==> config.mk <==
export PLATFORM = sky130hd
export DESIGN_NAME = axi_tx_channel
export DESIGN_NICKNAME = d
export VERILOG_FILES = /design/src/rtl/axi_tx_channel.sv
export SDC_FILE = /design/constraint.sdc
export NUM_CORES = 1
export LEC_CHECK = 0
export BUFFER_PORTS_ARGS = -buffer_cell sky130_fd_sc_hd__clkbuf_2
export CELL_PAD_IN_SITES_DETAIL_PLACEMENT = 1
export CELL_PAD_IN_SITES_GLOBAL_PLACEMENT = 1
export CORE_ASPECT_RATIO = 1.25
export CORE_MARGIN = 2
export CORE_UTILIZATION = 51
export CTS_BUF_LIST = sky130_fd_sc_hd__clkbuf_16
export DETAILED_ROUTE_END_ITERATION = 16
export GPL_TIMING_DRIVEN = 0
export PLACE_DENSITY_LB_ADDON = 0.1
export SETUP_SLACK_MARGIN = 0.3
export SLEW_MARGIN = 20
export SYNTH_ARGS = -nofsm -noshare
export SYNTH_HDL_FRONTEND = slang
export SYNTH_SLANG_ARGS = --single-unit
==> constraint.sdc <==
create_clock -name ACLK -period 3.8 [get_ports ACLK]
set_input_delay 0 -clock ACLK [delete_from_list [all_inputs] [get_ports ACLK]]
set_output_delay 0 -clock ACLK [all_outputs]
set_load 0.01 [all_outputs]
==> src/rtl/axi_tx_channel.sv <==
// Purpose : transmit-side VALID/READY channel stage. Words from the upper module
//           are queued in a DEPTH-entry FIFO and presented one at a time from a
//           registered output stage (VALID/xDATA). When the FIFO is empty and the
//           output register is free, a pushed word bypasses the FIFO.
// Latency : push at edge N -> VALID=1 after edge N (bypass); one transfer per cycle sustained.
// Backpr. : VALID is held with stable xDATA until READY; pushes while tx_full are dropped.
// Ports   : ACLK/ARESETn (async active-low); tx_data/tx_push/tx_full/tx_empty/tx_level
//           toward the upper module; VALID/xDATA/READY toward the link.
// Option  : define AXI_TX_STALL_CNT_EN to add stall_cnt[15:0] (cycles with VALID && !READY).
module axi_tx_channel #(
  parameter int WIDTH = 8,
  parameter int DEPTH = 4
) (
  input  logic                          ACLK,
  input  logic                          ARESETn,
  input  logic [WIDTH-1:0]              tx_data,
  input  logic                          tx_push,
  output logic                          tx_full,
  output logic                          tx_empty,
  output logic [$clog2(DEPTH+2)-1:0]    tx_level,
  output logic                          VALID,
  input  logic                          READY,
  output logic [WIDTH-1:0]              xDATA
`ifdef AXI_TX_STALL_CNT_EN
  ,
  output logic [15:0]                   stall_cnt
`endif
);

  localparam int PW = $clog2(DEPTH);
  localparam int LW = $clog2(DEPTH+2);

  typedef enum logic {
    OUT_EMPTY = 1'b0,
    OUT_FULL  = 1'b1
  } out_state_t;

  out_state_t       state;
  logic [WIDTH-1:0] mem [DEPTH];
  logic [PW-1:0]    wr_ptr;
  logic [PW-1:0]    rd_ptr;
  logic [LW-1:0]    count;

  logic             fifo_empty;
  logic             out_free;
  logic             push_ok;
  logic             bypass;
  logic             pop;
  logic             wr;
  logic             valid_nxt;
  logic [LW-1:0]    count_nxt;

  // Status decoded from the registered count at the start of the cycle.
  assign fifo_empty = (count == '0);
  assign tx_full    = (count == LW'(DEPTH));
  assign tx_empty   = fifo_empty && !VALID;

  // Output register can take a new word if it is empty or draining this edge.
  assign out_free   = !VALID || READY;
  // A push seen while full is dropped even if a pop frees a slot this cycle.
  assign push_ok    = tx_push && !tx_full;
  // Bypass only with an empty FIFO, so ordering is always preserved.
  assign bypass     = push_ok && fifo_empty && out_free;
  assign pop        = !fifo_empty && out_free;
  assign wr         = push_ok && !bypass;

  always_comb begin
    count_nxt = count;
    if (wr && !pop) begin
      count_nxt = count + LW'(1);
    end else if (!wr && pop) begin
      count_nxt = count - LW'(1);
    end
    valid_nxt = out_free ? (pop || bypass) : 1'b1;
  end

  // Storage carries no reset; only the pointers and count qualify its contents.
  always_ff @(posedge ACLK) begin
    if (wr) begin
      mem[wr_ptr] <= tx_data;
    end
  end

  // Output stage FSM, pointers, count and level, all on the same edge.
  always_ff @(posedge ACLK or negedge ARESETn) begin
    if (!ARESETn) begin
      state    <= OUT_EMPTY;
      VALID    <= 1'b0;
      xDATA    <= '0;
      wr_ptr   <= '0;
      rd_ptr   <= '0;
      count    <= '0;
      tx_level <= '0;
    end else begin
      if (wr) begin
        wr_ptr <= wr_ptr + PW'(1);
      end
      if (pop) begin
        rd_ptr <= rd_ptr + PW'(1);
      end
      count    <= count_nxt;
      tx_level <= count_nxt + LW'(valid_nxt);

      case (state)
        OUT_EMPTY: begin
          if (pop) begin
            xDATA <= mem[rd_ptr];
            state <= OUT_FULL;
            VALID <= 1'b1;
          end else if (bypass) begin
            xDATA <= tx_data;
            state <= OUT_FULL;
            VALID <= 1'b1;
          end
        end
        OUT_FULL: begin
          if (READY) begin
            // Handshake: reload back-to-back if anything is available,
            // otherwise go idle. xDATA keeps its last value when idle.
            if (pop) begin
              xDATA <= mem[rd_ptr];
            end else if (bypass) begin
              xDATA <= tx_data;
            end else begin
              state <= OUT_EMPTY;
              VALID <= 1'b0;
            end
          end
        end
        default: begin
          state <= OUT_EMPTY;
          VALID <= 1'b0;
        end
      endcase
    end
  end

`ifdef AXI_TX_STALL_CNT_EN
  // Counts stalled cycles of the current word; cleared by its handshake.
  always_ff @(posedge ACLK or negedge ARESETn) begin
    if (!ARESETn) begin
      stall_cnt <= '0;
    end else if (VALID && READY) begin
      stall_cnt <= '0;
    end else if (VALID && !READY && (stall_cnt != 16'hFFFF)) begin
      stall_cnt <= stall_cnt + 16'd1;
    end
  end
`endif

endmodule
==> flow_summary_export.csv <==
group,metric,value,unit
status,status,"finished clean",
synth,synth_top_family_by_area,"simple AND/OR/NAND/NOR gates",
timing,period_share,65.6,%
global_route,antenna_found_initial,0,
drt,drc,0,
synth,synthMuxAreaShare,8.41,%
power_and_ir_drop,power.total,0.00215,W
floorplanning,start_util,52.2,%
final_layout,areaGrowthSynthToFinish,19.2,%
placed_design,dp_hpwl,3490,microns
setup_path,crit_chain,"inv_1 > ha_1 > and2_2 > o21bai_1 > a21oi_1 > xnor2_1 > ha_1 > ha_1 > xnor3_1",
setup_path,crit_type,"reg2reg",
setup_path,crit_family,"adder cells",
setup_path,setup.worst_path.end_class,"register",
power_and_ir_drop,power_density,793,nW/um^2
global_route,grt_pass1_wl,8220,microns
synth,synth.net_count,177,
final_layout,seq_area,1460,sq um
floorplanning,ios,26,
power_and_ir_drop,leakage,1.10,nW
drt,ant_nets,0,
synth,yosys.area_share.simple,10.1,%
placed_design,io_buffers,25,
final_layout,diodes,0,
synth,syn_inst,156,
placed_design,globalplace.congestion,0.761,
power_and_ir_drop,irDropWorstVdd,0.515,mV
final_layout,fillCellCount,437,
clock_tree,clkLatencyLatePin,0.29,ns
floorplanning,core-area,4360,sq um
synth,synthAdderAreaFrac,5.83,%
timing,max_slew_margin,60.4,%
synth,ys_ff_latch,52,
power_and_ir_drop,seqPwrFrac,41.3,%
setup_path,r2r_setup_slack,1.31,ns
timing,period_minus_slack,2.49,ns
timing,setup_tns,0,ns
setup_path,r2r.worst_path.cells,9,
floorplanning,die-area,5020,sq um
setup_path,crit_buf_inv,1,
power_and_ir_drop,p_int,0.00141,W
timing,rsz0062_at_grt,"no",
run,cap_violations,0,
drt,wire_per_inst,20.1,microns
global_route,grt_use_total,22.8,%
clock_tree,cts-root-buf,"clkbuf_16",
min_path,hp-class,"in2async",
timing,hold_violations,0,
final_layout,drive_above_1_share,25.6,%
global_route,grt_max_degree,21,
setup_path,crit_path_frequent_cell,"ha_1",
timing,holdWs,0.226,ns
setup_path,r2r-end,"tx_level[2]",
setup_path,cp.arrival,2.67,ns
synth,yosysSeqAreaShare,64.2,%
drt,viasPerCell,5.49,
timing,worst_slew_pin_slew,0.594,ns
synth,ys_warn_count,0,
global_route,grt_overflow,0,
power_and_ir_drop,combPwrFrac,38.3,%
synth,avgSynthCellArea,14.6,sq um
synth,synth_compound_area_share,6.16,%
floorplanning,dieWidth,63.8,microns
drt,drt_iter0_drc,86,
setup_path,slowest_delay,0.44,ns
timing,finClkSkew,0.00539,ns
drt,routed_wl,5160,microns
clock_tree,cts-buffers-inserted,5,
clock_tree,postCtsSetupRepairBufs,0,
power_and_ir_drop,p_sw,0.000745,W
drt,dr_total_vias,1410,
drt,first_pass_iters,4,
timing,slew_viol_final,0,
global_route,grt_pass1_vias,1557,
clock_tree,clk_pin_slew,0.07,ns
power_and_ir_drop,clkPwrFrac,20.3,%
power_and_ir_drop,switching_share,34.6,%
setup_path,cp_max_fo,8,
setup_path,cp_slowest_cell,"dfrtp_1",
clock_tree,clock-sinks,52,
setup_path,worstPathRequired,3.97,ns
synth,synth_xor_area_share,2.91,%
final_layout,multi_input_area,761,sq um
timing,setup_viol,0,
timing,fmax,401,MHz
clock_tree,cts_htree_levels,2,
floorplanning,row_count,27,
synth,syn_area,2280,sq um
floorplanning,fp.dieH,78.7,microns
clock_tree,cts_tree,"done",
synth,ys_types,34,
final_layout,nets,219,
setup_path,r2r_start,"count[1]",
setup_path,crit_path_start_kind,"register",
clock_tree,clk_path_buf_depth,2,
-- cell usage in the layout (no fill, tap or decap), types with 2 or more instances in the layout --
master / synthesis / layout
edfxtp_1: 32 / 32
clkbuf_2: 0 / 25
dfrtp_1: 20 / 20
nand2_1: 20 / 20
nor2_1: 12 / 12
dlygate4sd3_1: 0 / 10
a31oi_1: 9 / 9
ha_1: 9 / 9
mux4_2: 8 / 8
inv_1: 6 / 7
xnor2_1: 5 / 5
clkbuf_16: 0 / 5
and3_1: 4 / 4
a21oi_1: 3 / 3
nor2b_1: 3 / 3
clkbuf_1: 2 / 2
o21ai_0: 2 / 2
maj3_1: 2 / 2
-- through the flow --
stage	cells	area (sq um)	setup slack, ns	util [%]
after floorplan	156	2280	1.59	-
after global placement	239	2470	1.43	56.8
after detailed placement	239	2470	1.33	56.8
after CTS	257	2710	1.32	62.3
after global routing	257	2710	1.16	62.3
final	257	2710	1.31	62.3
-- worst max path at each step --
stage / startpoint / to / slack [ns] / depth (start not counted)
after floorplan: count[1] / tx_level[2] / 1.59 / 9
after global placement: count[1] / tx_level[2] / 1.43 / 9
after detailed placement: count[1] / tx_level[2] / 1.33 / 9
after CTS: count[1] / tx_level[2] / 1.32 / 9
after global routing: count[1] / tx_level[2] / 1.16 / 9
final: count[1] / tx_level[2] / 1.31 / 9
-- flip-flops by register name, summed over array words and instances (netlist names) --
| signal | flops |
|---|---|
| count | 3 |
| mem | 32 |
| wr_ptr | 2 |
| rd_ptr | 2 |
| VALID | 1 |
| state | 1 |
| xDATA | 8 |
| tx_level | 3 |
-- cells by family after synthesis --
family	count (synthesis)
adders and majority gates	11
buffers and inverters	11
muxes	9
AOI/OAI and AO/OA	20
and+or+nand+nor	47
xor gates and xnor gates	6
DFF	52
-- final cells by class --
cell class,count,share of cell area (%)
clock inverter,3,0.553
timing repair buffer,35,8.30
multi-input combinational,93,28.0
buffer,5,1.15
inverter,6,0.830
sequential,52,53.8
clock buffer,5,4.61
tap,58,2.67
-- power by group through the flow --
stage	Clock (W)	Combinational, W	Sequential, W
2_1_floorplan	0	0.000555	0.000899
3_3_place_gp	0	0.000780	0.000877
3_5_place_dp	0	0.000819	0.000901
4_1_cts	0.000441	0.000838	0.000890
5_1_grt	0.000459	0.000909	0.000908
6_report	0.000437	0.000825	0.000889
-- synthesized netlist by cell type --
cell type   n  area [sq um]
a21oi_1     3          15.0
a22oi_4     1          21.3
a31oi_1     9          56.3
and2_1      1          6.26
and2_2      1          7.51
and2_4      1          8.76
and3_1      4          25.0
buf_2       1          5.00
buf_4       1          7.51
buf_6       1          11.3
clkbuf_1    2          7.51
dfrtp_1    20           500
edfxtp_1   32           961
ha_1        9           113
inv_1       6          22.5
maj3_1      2          20.0
mux2_2      1          11.3
mux4_2      8           180
nand2_1    20          75.1
nand2b_2    1          8.76
nand2b_4    1          13.8
nand3b_1    1          7.51
nor2_1     12          45.0
nor2_2      1          6.26
nor2b_1     3          18.8
nor3b_1     1          7.51
o21ai_0     2          10.0
o21ai_1     1          5.00
o21ai_2     1          8.76
o21bai_1    1          7.51
o22a_2      1          10.0
o22ai_1     1          6.26
xnor2_1     5          43.8
xnor3_1     1          22.5
-- metal layers --
layer,track usage (%),vias up,part of all wire [%]
met1,24.6,724,37
met4,6.52,0,0.93
met2,45.2,31,59
li1,-,651,-
met5,0,-,0
met3,3.40,4,3.3
-- what timing repair did --
item,in CTS,in global routing
hold buffers,10,0
gates resized for setup,0,0
endpoints found under the hold margin,56,0
No activity file was read; power rests on OpenSTA's default activity.
